### src/rtl/player_activity.sv
`timescale 1ns/1ps
`default_nettype none
// ============================================================================
// Module      : player_activity
// Description : Player-side engine for the typing game. Compares each
//               released keystroke against the current target word from an
//               internal word ROM, tracks lives and score, and sequences the
//               game through start, play, word-complete and game-over phases.
//               Optional build macro: SCORE_SATURATE_EN (score holds at 127
//               instead of wrapping to 0).
// Revision    : 1.0 - initial release
// ============================================================================
module player_activity #(
    parameter int         NUM_WORDS   = 8,
    parameter logic [1:0] START_LIVES = 2'd3
) (
    input  logic       clk,
    input  logic       reset,
    input  logic [4:0] keystroke,
    input  logic       keyReleased,
    output logic       wordComplete,
    output logic       gameOver,
    output logic       newGame,
    output logic [2:0] currentState,
    output logic [2:0] nextState,
    output logic [6:0] score,
    output logic [1:0] lives
);

    localparam int               IDX_W            = (NUM_WORDS > 1) ? $clog2(NUM_WORDS) : 1;
    localparam logic [IDX_W-1:0] c_LAST_IDX       = IDX_W'(NUM_WORDS - 1);
    localparam logic [4:0]       c_KEY_NONE       = 5'd0;
    localparam logic [4:0]       c_KEY_MAX_LETTER = 5'd26;
    localparam logic [4:0]       c_KEY_RESTART    = 5'd31;
`ifdef SCORE_SATURATE_EN
    localparam logic [6:0]       c_SCORE_MAX      = 7'd127;
`endif

    typedef enum logic [2:0] {
        S_IDLE = 3'd0,
        S_L0   = 3'd1,
        S_L1   = 3'd2,
        S_L2   = 3'd3,
        S_L3   = 3'd4,
        S_DONE = 3'd5,
        S_OVER = 3'd6
    } state_t;

    state_t           state_q, state_d;
    logic             kr_q;
    logic [6:0]       score_q, score_d;
    logic [1:0]       lives_q, lives_d;
    logic [IDX_W-1:0] widx_q,  widx_d;

    logic             w_event;
    logic             w_restart;
    logic             w_is_letter;
    logic             w_wrong;
    logic [19:0]      w_word;
    logic [4:0]       w_exp_letter;

    // Word ROM: letter k sits at bits [5k+4:5k], letter 0 is typed first.
    function automatic logic [19:0] rom_word(input logic [IDX_W-1:0] idx);
        case (int'(idx))
            0:       rom_word = {5'd10, 5'd18, 5'd11, 5'd4 };
            1:       rom_word = {5'd19, 5'd20, 5'd1,  5'd3 };
            2:       rom_word = {5'd8,  5'd19, 5'd9,  5'd6 };
            3:       rom_word = {5'd20, 5'd1,  5'd15, 5'd2 };
            4:       rom_word = {5'd14, 5'd15, 5'd15, 5'd13};
            5:       rom_word = {5'd18, 5'd1,  5'd20, 5'd19};
            6:       rom_word = {5'd4,  5'd18, 5'd15, 5'd23};
            7:       rom_word = {5'd5,  5'd13, 5'd1,  5'd7 };
            default: rom_word = {5'd10, 5'd18, 5'd11, 5'd4 };
        endcase
    endfunction

    // One event per rising transition of the release strobe.
    assign w_event     = keyReleased & ~kr_q;
    assign w_restart   = w_event && (keystroke == c_KEY_RESTART);
    assign w_is_letter = (keystroke != c_KEY_NONE) && (keystroke <= c_KEY_MAX_LETTER);
    assign w_word      = rom_word(widx_q);

    // Pick the letter the player is expected to type in the current phase.
    always_comb begin
        w_exp_letter = 5'd0;
        case (state_q)
            S_L0:    w_exp_letter = w_word[4:0];
            S_L1:    w_exp_letter = w_word[9:5];
            S_L2:    w_exp_letter = w_word[14:10];
            S_L3:    w_exp_letter = w_word[19:15];
            default: w_exp_letter = 5'd0;
        endcase
    end

    // Next-state decode; restart overrides everything, including a life loss.
    always_comb begin
        state_d = state_q;
        w_wrong = 1'b0;
        case (state_q)
            S_IDLE: state_d = S_L0;
            S_L0, S_L1, S_L2, S_L3: begin
                if (w_event) begin
                    if (keystroke == w_exp_letter) begin
                        case (state_q)
                            S_L0:    state_d = S_L1;
                            S_L1:    state_d = S_L2;
                            S_L2:    state_d = S_L3;
                            default: state_d = S_DONE;
                        endcase
                    end else if (w_is_letter) begin
                        w_wrong = 1'b1;
                        if (lives_q == 2'd1) begin
                            state_d = S_OVER;
                        end
                    end
                end
            end
            S_DONE:  state_d = S_L0;
            S_OVER:  state_d = S_OVER;
            default: state_d = S_IDLE;
        endcase
        if (w_restart) begin
            state_d = S_IDLE;
            w_wrong = 1'b0;
        end
    end

    // Score, lives and word index follow the state transition being taken.
    always_comb begin
        score_d = score_q;
        lives_d = lives_q;
        widx_d  = widx_q;
        if (state_d == S_IDLE) begin
            score_d = 7'd0;
            lives_d = START_LIVES;
            widx_d  = '0;
        end else begin
            if (state_d == S_DONE) begin
                widx_d = (widx_q == c_LAST_IDX) ? '0 : widx_q + IDX_W'(1);
`ifdef SCORE_SATURATE_EN
                score_d = (score_q == c_SCORE_MAX) ? c_SCORE_MAX : score_q + 7'd1;
`else
                score_d = score_q + 7'd1;
`endif
            end
            if (w_wrong) begin
                lives_d = lives_q - 2'd1;
            end
        end
    end

    // State and datapath registers with asynchronous clear.
    always_ff @(posedge clk or posedge reset) begin
        if (reset) begin
            state_q <= S_IDLE;
            kr_q    <= 1'b0;
            score_q <= 7'd0;
            lives_q <= START_LIVES;
            widx_q  <= '0;
        end else begin
            state_q <= state_d;
            kr_q    <= keyReleased;
            score_q <= score_d;
            lives_q <= lives_d;
            widx_q  <= widx_d;
        end
    end

    assign currentState = state_q;
    assign nextState    = state_d;
    assign newGame      = (state_q == S_IDLE);
    assign wordComplete = (state_q == S_DONE);
    assign gameOver     = (state_q == S_OVER);
    assign score        = score_q;
    assign lives        = lives_q;

endmodule
`default_nettype wire

### config.mk
export PLATFORM = sky130hd
export DESIGN_NAME = player_activity
export DESIGN_NICKNAME = d
export VERILOG_FILES = /design/src/rtl/player_activity.sv
export SDC_FILE = /design/constraint.sdc
export NUM_CORES = 1
export LEC_CHECK = 0
export ABC_AREA = 1
export CORE_MARGIN = 8
export CORE_UTILIZATION = 55
export DETAILED_ROUTE_END_ITERATION = 6
export DONT_BUFFER_PORTS = 1
export PLACE_DENSITY = 0.7
export SLEW_MARGIN = 0
export SYNTH_ARGS = -nofsm -noshare
export SYNTH_HDL_FRONTEND = slang
export SYNTH_SLANG_ARGS = --single-unit
export TNS_END_PERCENT = 10
### constraint.sdc
create_clock -name clk -period 2.9 [get_ports clk]
set_input_delay 0.58 -clock clk [delete_from_list [all_inputs] [get_ports clk]]
set_output_delay 0.58 -clock clk [all_outputs]
set_load 0.1 [all_outputs]
After elaboration in Yosys (flattened, before gate mapping) --
Memories as Yosys holds them, arrays and structs flattened. Index checks and enable logic that the tools add are counted.
Operators by class: add/subtract/negate cells 3, $lt $le $gt $ge 1, equal/unequal tests 11, multiplexer cells 20, bitwise logic cells 2, reduce and logical (&&, ||, !) cells 9
Operators with widths (number):
- two-way mux 3 bit | 8
- case mux 5 bit (4 select lines) | 1
- case mux 3 bit (3 select lines) | 2
- == test 3 bit (second input constant) | 5
- two-way mux 7 bit | 2
- adder 7 x 1 -> 7 bit (second input constant) | 1
- == test 3 x 2 -> 1 bit (second input constant) | 2
- logical NOT 3 bit | 2
- == test 5 bit | 1
- == test 5 bit (second input constant) | 1
- less-or-equal comparator 5 bit (second input constant) | 1
- two-way mux 1 bit | 5
- nonzero test 5 bit | 1
- two-way mux 2 bit | 2
- nonzero test 2 bit | 2
- OR reduction 4 bit | 1
- adder 3 x 1 -> 3 bit (second input constant) | 1
- == test 3 x 1 -> 1 bit (second input constant) | 1
- == test 2 x 1 -> 1 bit (second input constant) | 1
- logical AND 1 bit | 2
- OR reduction 2 bit | 1
- subtractor 2 x 1 -> 2 bit (second input constant) | 1
- bitwise AND 1 bit | 1
- inverter 1 bit | 1
Storage, ports and cells: register bits 16, bits in read-only memories 160, bits of input ports 8, word-level logic and storage cells 52, memories 1
Memory list:
- (no name shown) | words 8, width 20, rd ports 1, clocked after Yosys merged registers in 0, write ports 0, RTL line 64 | case (int'(idx))

Logic depth before layout (Yosys ltp) --
word-level depth 10, depth in mapped cells 19, gate-level depth less buffers 19

Least setup slack after synthesis --
Ideal clock, no wire load.
path kind register to output, from register state_q[2], in the netlist currentState[2], to output nextState[1], arrival 5.470 ns, slack -3.150 ns, cell stages (with the launch flop) 6, cells stage by stage dfrtp_1 buf_2 inv_4 nor3_1 inv_1 a21oi_1
Between the ends: elaborated cells on any way between the ends 16, those cells by class 7 x eq/ne; 6 x mux; 3 x reduce/logical
RTL lines:
- start: declaration | RTL line 49 | state_t state_q, state_d;
- start signal: assignment | RTL line 161 | state_q <= state_d;
- == test 3 bit
- net gameOver | RTL line 22 | output logic gameOver,
- case mux 3 bit (3 select lines) | RTL line 99 | case (state_q)
- two-way mux 3 bit | RTL line 122 | if (w_restart) begin
- end: declaration | RTL line 25 | output logic [2:0] nextState,
The timed path passes the listed nets, and every way through them passes these cells.

Final worst setup path --
from register widx_q[1], to output nextState[1]
Between the ends: word-level cells in the longest chain between the ends 7
Ends and longest elaborated chain:
- start: declaration | RTL line 53 | logic [IDX_W-1:0] widx_q, widx_d;
- start signal: assignment | RTL line 165 | widx_q <= widx_d;
- memory read (8 x 20 bit)
- case mux 5 bit (4 select lines) | RTL line 86 | case (state_q)
- == test 5 bit | RTL line 103 | if (keystroke == w_exp_letter) begin
- two-way mux 3 bit | RTL line 103
- two-way mux 3 bit | RTL line 102 | if (w_event) begin
- case mux 3 bit (3 select lines) | RTL line 99
- two-way mux 3 bit | RTL line 122
No other way between the ends.

==> parameters.txt <==
Parameter                              Value

Place
  Final HPWL DP ... 3227 um
  Final GP Congestion ... 0.9117
  Number of buffer cells added on primary ports ... 0

STA
  Number of hold-slack violations in the final timing report ... 0
  Min Clock Period, post-route ... 3.100 ns
  Worst path setup slack after routing ... -0.1999 ns
  Setup TNS ... -0.5154 ns
  Final Slew Violations ... 0
  Fmax achieved ... 322.6 MHz
  Setup Skew ... 0.008313 ns
  RSZ-0062 raised after global routing ... yes
  Setup violation total in the final timing report ... 3
  Worst slew margin relative to its limit ... 0.3237
  Ratio of final minimum period to clock period ... 1.069
  Slew at the pin with the worst max-slew slack ... 1.014 ns

Worst setup path
  Crit-path leading delay family ... simple AND/OR/NAND/NOR gates
  Buf+Inv Stages, Crit Path ... 2
  Cell mode on critical path ... sky130_fd_sc_hd__nand2_2
  Library cell contributing the largest single delay on the critical path ... sky130_fd_sc_hd__dfrtp_1
  Data required, critical path ... 2.32 ns
  Startpoint class of the critical path ... register
  Max Fanout on Critical Path ... 4
  Worst EP arrival ... 2.52 ns
  Stage delay of the slowest cell on the critical path ... 0.44 ns
  Cells along the critical path ... buf_6 -> ha_4 -> nor2_4 -> nand2_2 -> nand3_2 -> nand2_2 -> nor2_2 -> nand2_1 -> nand2_2 -> nand2_4 -> nor2_4 -> o21ai_1 -> a22o_1 -> a21oi_4 -> buf_12
  Category of the most critical setup path ... register to primary output
  Kind of end point of the critical path ... primary output

Logic synthesis
  Synth unique cells ... 35
  Synth Area in Compound Gates ... 0.07680
  Synthesized instance count ... 235
  Mapped cell area ... 1564 um^2
  Main combinational cell family by area after synthesis ... simple AND/OR/NAND/NOR gates
  Synth Area in Adders ... 0.08000
  Mux cell area share after synthesis ... 0
  Yosys warns ... 0
  Total of flip-flops plus latches after synthesis ... 16
  Area fraction in and, or, nand and nor cells after synthesis ... 0.4664
  Area share of the largest cell type after synthesis ... 0.2240
  Synth Net Count ... 253
  Fraction of the yosys area taken by sequential cells ... 0.2576
  Top cells by area, synth ... sky130_fd_sc_hd__dfrtp_1, sky130_fd_sc_hd__nand2_1, sky130_fd_sc_hd__nand3_1
  Synth area leader ... sky130_fd_sc_hd__dfrtp_1
  Post-synthesis area per instance ... 6.655 um^2
  Parity-gate share of the synthesized area counting xor and xnor cells ... 0.02800

Routing
  Starting DRC count in detailed routing ... 134
  Final wirelength ... 4556 um
  Number of detailed-routing iterations run before antenna repair ... 4
  Wirelength per Cell ... 15.39 um
  Vias ... 1,675
  DRC violations left ... 0
  Via density ... 5.659
  Final antenna-violating net count ... 0

CTS
  CTS tree ... built
  H-tree depth ... 1
  Root cell of the clock tree ... sky130_fd_sc_hd__clkbuf_4
  Number of sinks on the clock net ... 16
  Clock latency reported for the late side of the worst-skew pair ... 0.29 ns
  Hold-fix buffers, CTS ... 0
  Post-CTS clock slew at the launch and capture registers of the worst setup and hold paths ... 0.10 ns
  CTS buffer count ... 3
  Number of buffers on the longest clock path ... 2

Floorplan
  Die boundary height ... 69.33 um
  Area of the core ... 2734 um^2
  Cell row count ... 19
  Number of top-level pins ... 26
  Die outline width ... 69.33 um
  Die outline area ... 4806 um^2
  Starting utilization of the core area ... 0.5721

Global route
  GRT Residual Overflow ... 0
  Number of antenna violations at the first check in global routing ... 0
  Largest net degree at the start of global routing ... 17
  First-pass GRT wire length ... 7500 um
  Via count of the first global-routing pass ... 1,669
  Total global-route track usage ... 0.1796

Run
  Max-cap violations ... 0

Layout
  Area of combinational cells with multiple inputs ... 1209 um^2
  Seq. cell area ... 414.1 um^2
  Total number of nets in the final design ... 284
  Antenna diode count ... 0
  Area Overhead vs Synth ... 34.64%
  Number of inserted filler cells in the final layout ... 210
  Fraction of layout cells with a size suffix above 1 ... 0.3736

Hold path
  Classification of the worst-slack hold path ... primary input to asynchronous set/reset pin

Status
  Failing checks ... negative setup slack
  Outcome ... complete, but fails checks
[cell type report]
cell class	instances	area share
clock buffers	4	0.01248
inverters	28	0.05466
multi-input cells	186	0.5740
flip-flops and latches	16	0.1967
well taps	31	0.01842
repair buffers	31	0.1438
[synth_stat cells]
cell	instances
sky130_fd_sc_hd__ha_1	10
sky130_fd_sc_hd__buf_6	1
sky130_fd_sc_hd__nor3_1	4
sky130_fd_sc_hd__buf_2	1
sky130_fd_sc_hd__a21oi_4	1
sky130_fd_sc_hd__xnor2_1	2
sky130_fd_sc_hd__dfstp_2	2
sky130_fd_sc_hd__inv_2	5
sky130_fd_sc_hd__nor2_1	29
sky130_fd_sc_hd__o21ai_0	5
sky130_fd_sc_hd__clkbuf_1	1
sky130_fd_sc_hd__nand2_2	7
sky130_fd_sc_hd__nand3_2	1
sky130_fd_sc_hd__dfrtp_1	14
sky130_fd_sc_hd__nor2_4	1
sky130_fd_sc_hd__nand3_4	2
sky130_fd_sc_hd__a31o_2	1
sky130_fd_sc_hd__a22o_1	1
sky130_fd_sc_hd__o21ai_1	2
sky130_fd_sc_hd__nand4_1	4
sky130_fd_sc_hd__o211ai_1	1
sky130_fd_sc_hd__o21bai_1	1
sky130_fd_sc_hd__o21bai_2	1
sky130_fd_sc_hd__nand2_1	62
sky130_fd_sc_hd__xor2_1	3
sky130_fd_sc_hd__nor2_2	3
sky130_fd_sc_hd__a21oi_1	5
sky130_fd_sc_hd__or2_2	1
sky130_fd_sc_hd__buf_4	2
sky130_fd_sc_hd__nor4_1	1
sky130_fd_sc_hd__nand2_4	1
sky130_fd_sc_hd__nand3b_1	6
sky130_fd_sc_hd__nand3_1	31
sky130_fd_sc_hd__inv_1	22
sky130_fd_sc_hd__inv_4	1
[final timing paths]
check                      cells past startpoint              end   startpoint  slack [ns]
min in group clk                               0             kr_q  keyReleased        0.32
setup reg to reg                              19         score[2]    widx_q[1]        0.36
hold reg to reg                                4         lives[1]     lives[1]        0.61
hold / removal                                 1         score[2]        reset        0.24
max in group asynchronous                      1  currentState[0]        reset        2.19
setup / recovery                              15     nextState[1]    widx_q[1]       -0.20
[layout by cell type (no fill, tap or decap), types with 3 or more instances in the layout]
master                     count
sky130_fd_sc_hd__nor2_4        4
sky130_fd_sc_hd__nor2_1       22
sky130_fd_sc_hd__clkbuf_4      3
sky130_fd_sc_hd__dfrtp_1      11
sky130_fd_sc_hd__nand2_4       3
sky130_fd_sc_hd__o21ai_1       3
sky130_fd_sc_hd__nand3_1      30
sky130_fd_sc_hd__ha_1          5
sky130_fd_sc_hd__dfrtp_4       3
sky130_fd_sc_hd__a21oi_4       3
sky130_fd_sc_hd__nand3b_1      6
sky130_fd_sc_hd__nand2_1      50
sky130_fd_sc_hd__buf_12        3
sky130_fd_sc_hd__a21oi_1       3
sky130_fd_sc_hd__buf_4        23
sky130_fd_sc_hd__xor2_1        3
sky130_fd_sc_hd__buf_6         4
sky130_fd_sc_hd__nand4_1       4
sky130_fd_sc_hd__nor2_2        7
sky130_fd_sc_hd__inv_1        18
sky130_fd_sc_hd__nand2_2      17
sky130_fd_sc_hd__ha_4          4
sky130_fd_sc_hd__inv_2         8
[kinds of logic (layout without fill, tap and decap cells)]
kind of cell             after synthesis  count (layout)
AND/OR/NAND/NOR                      153             153
buffers and inverters                 33              63
AO/OA/AOI/OAI                         18              18
flip-flops                            16              16
adder cells (fa/ha/maj)               10              10
XOR/XNOR                               5               5
[through the flow]
stage	area, um^2	instances	setup WS (ns)	hold slack (ns)	util
final	2106	296	-0.1999	0.2427	0.7703
after global routing	2106	296	-0.3230	0.3015	0.7703
after detailed placement	1842	282	0.01112	0.5756	0.6737
after floorplan	1660	235	-0.1866	0.4924	-
after global placement	1842	282	0.05676	0.5547	0.6737
after CTS	2021	293	-0.1232	0.2561	0.7391
[metal layers]
layer  track usage  vias up  share of wire
li1              -      822              -
met1        0.2097      773           0.40
met2        0.3135       69           0.52
met3       0.03577       11          0.061
met4       0.06606        0          0.022
met5             0        -              0
[sequential cells by signal, summed over array words and instances, names as in the netlist]
register,cells
lives,2
currentState,3
widx_q,3
score,7
kr_q,1
[worst reg2reg max path: cells and delay by family, from the launching register on]
family                   cells  cell delay (ns)
adder cells (fa/ha/maj)      1             0.16
buffers and inverters        2             0.29
flip-flops                   1             0.44
AND/OR/NAND/NOR             16             1.55
[repair_timing]
action	in CTS	in global routing
buffers inserted	7	2
resized for setup	28	13
pin swaps	16	13
endpoints found under the hold margin	0	0
gates cloned	0	1
endpoints found under the setup margin	3	3
Power is left out: the tool's default activity adds up to more than one toggle a clock period on the data nets, which glitch-free logic cannot reach.
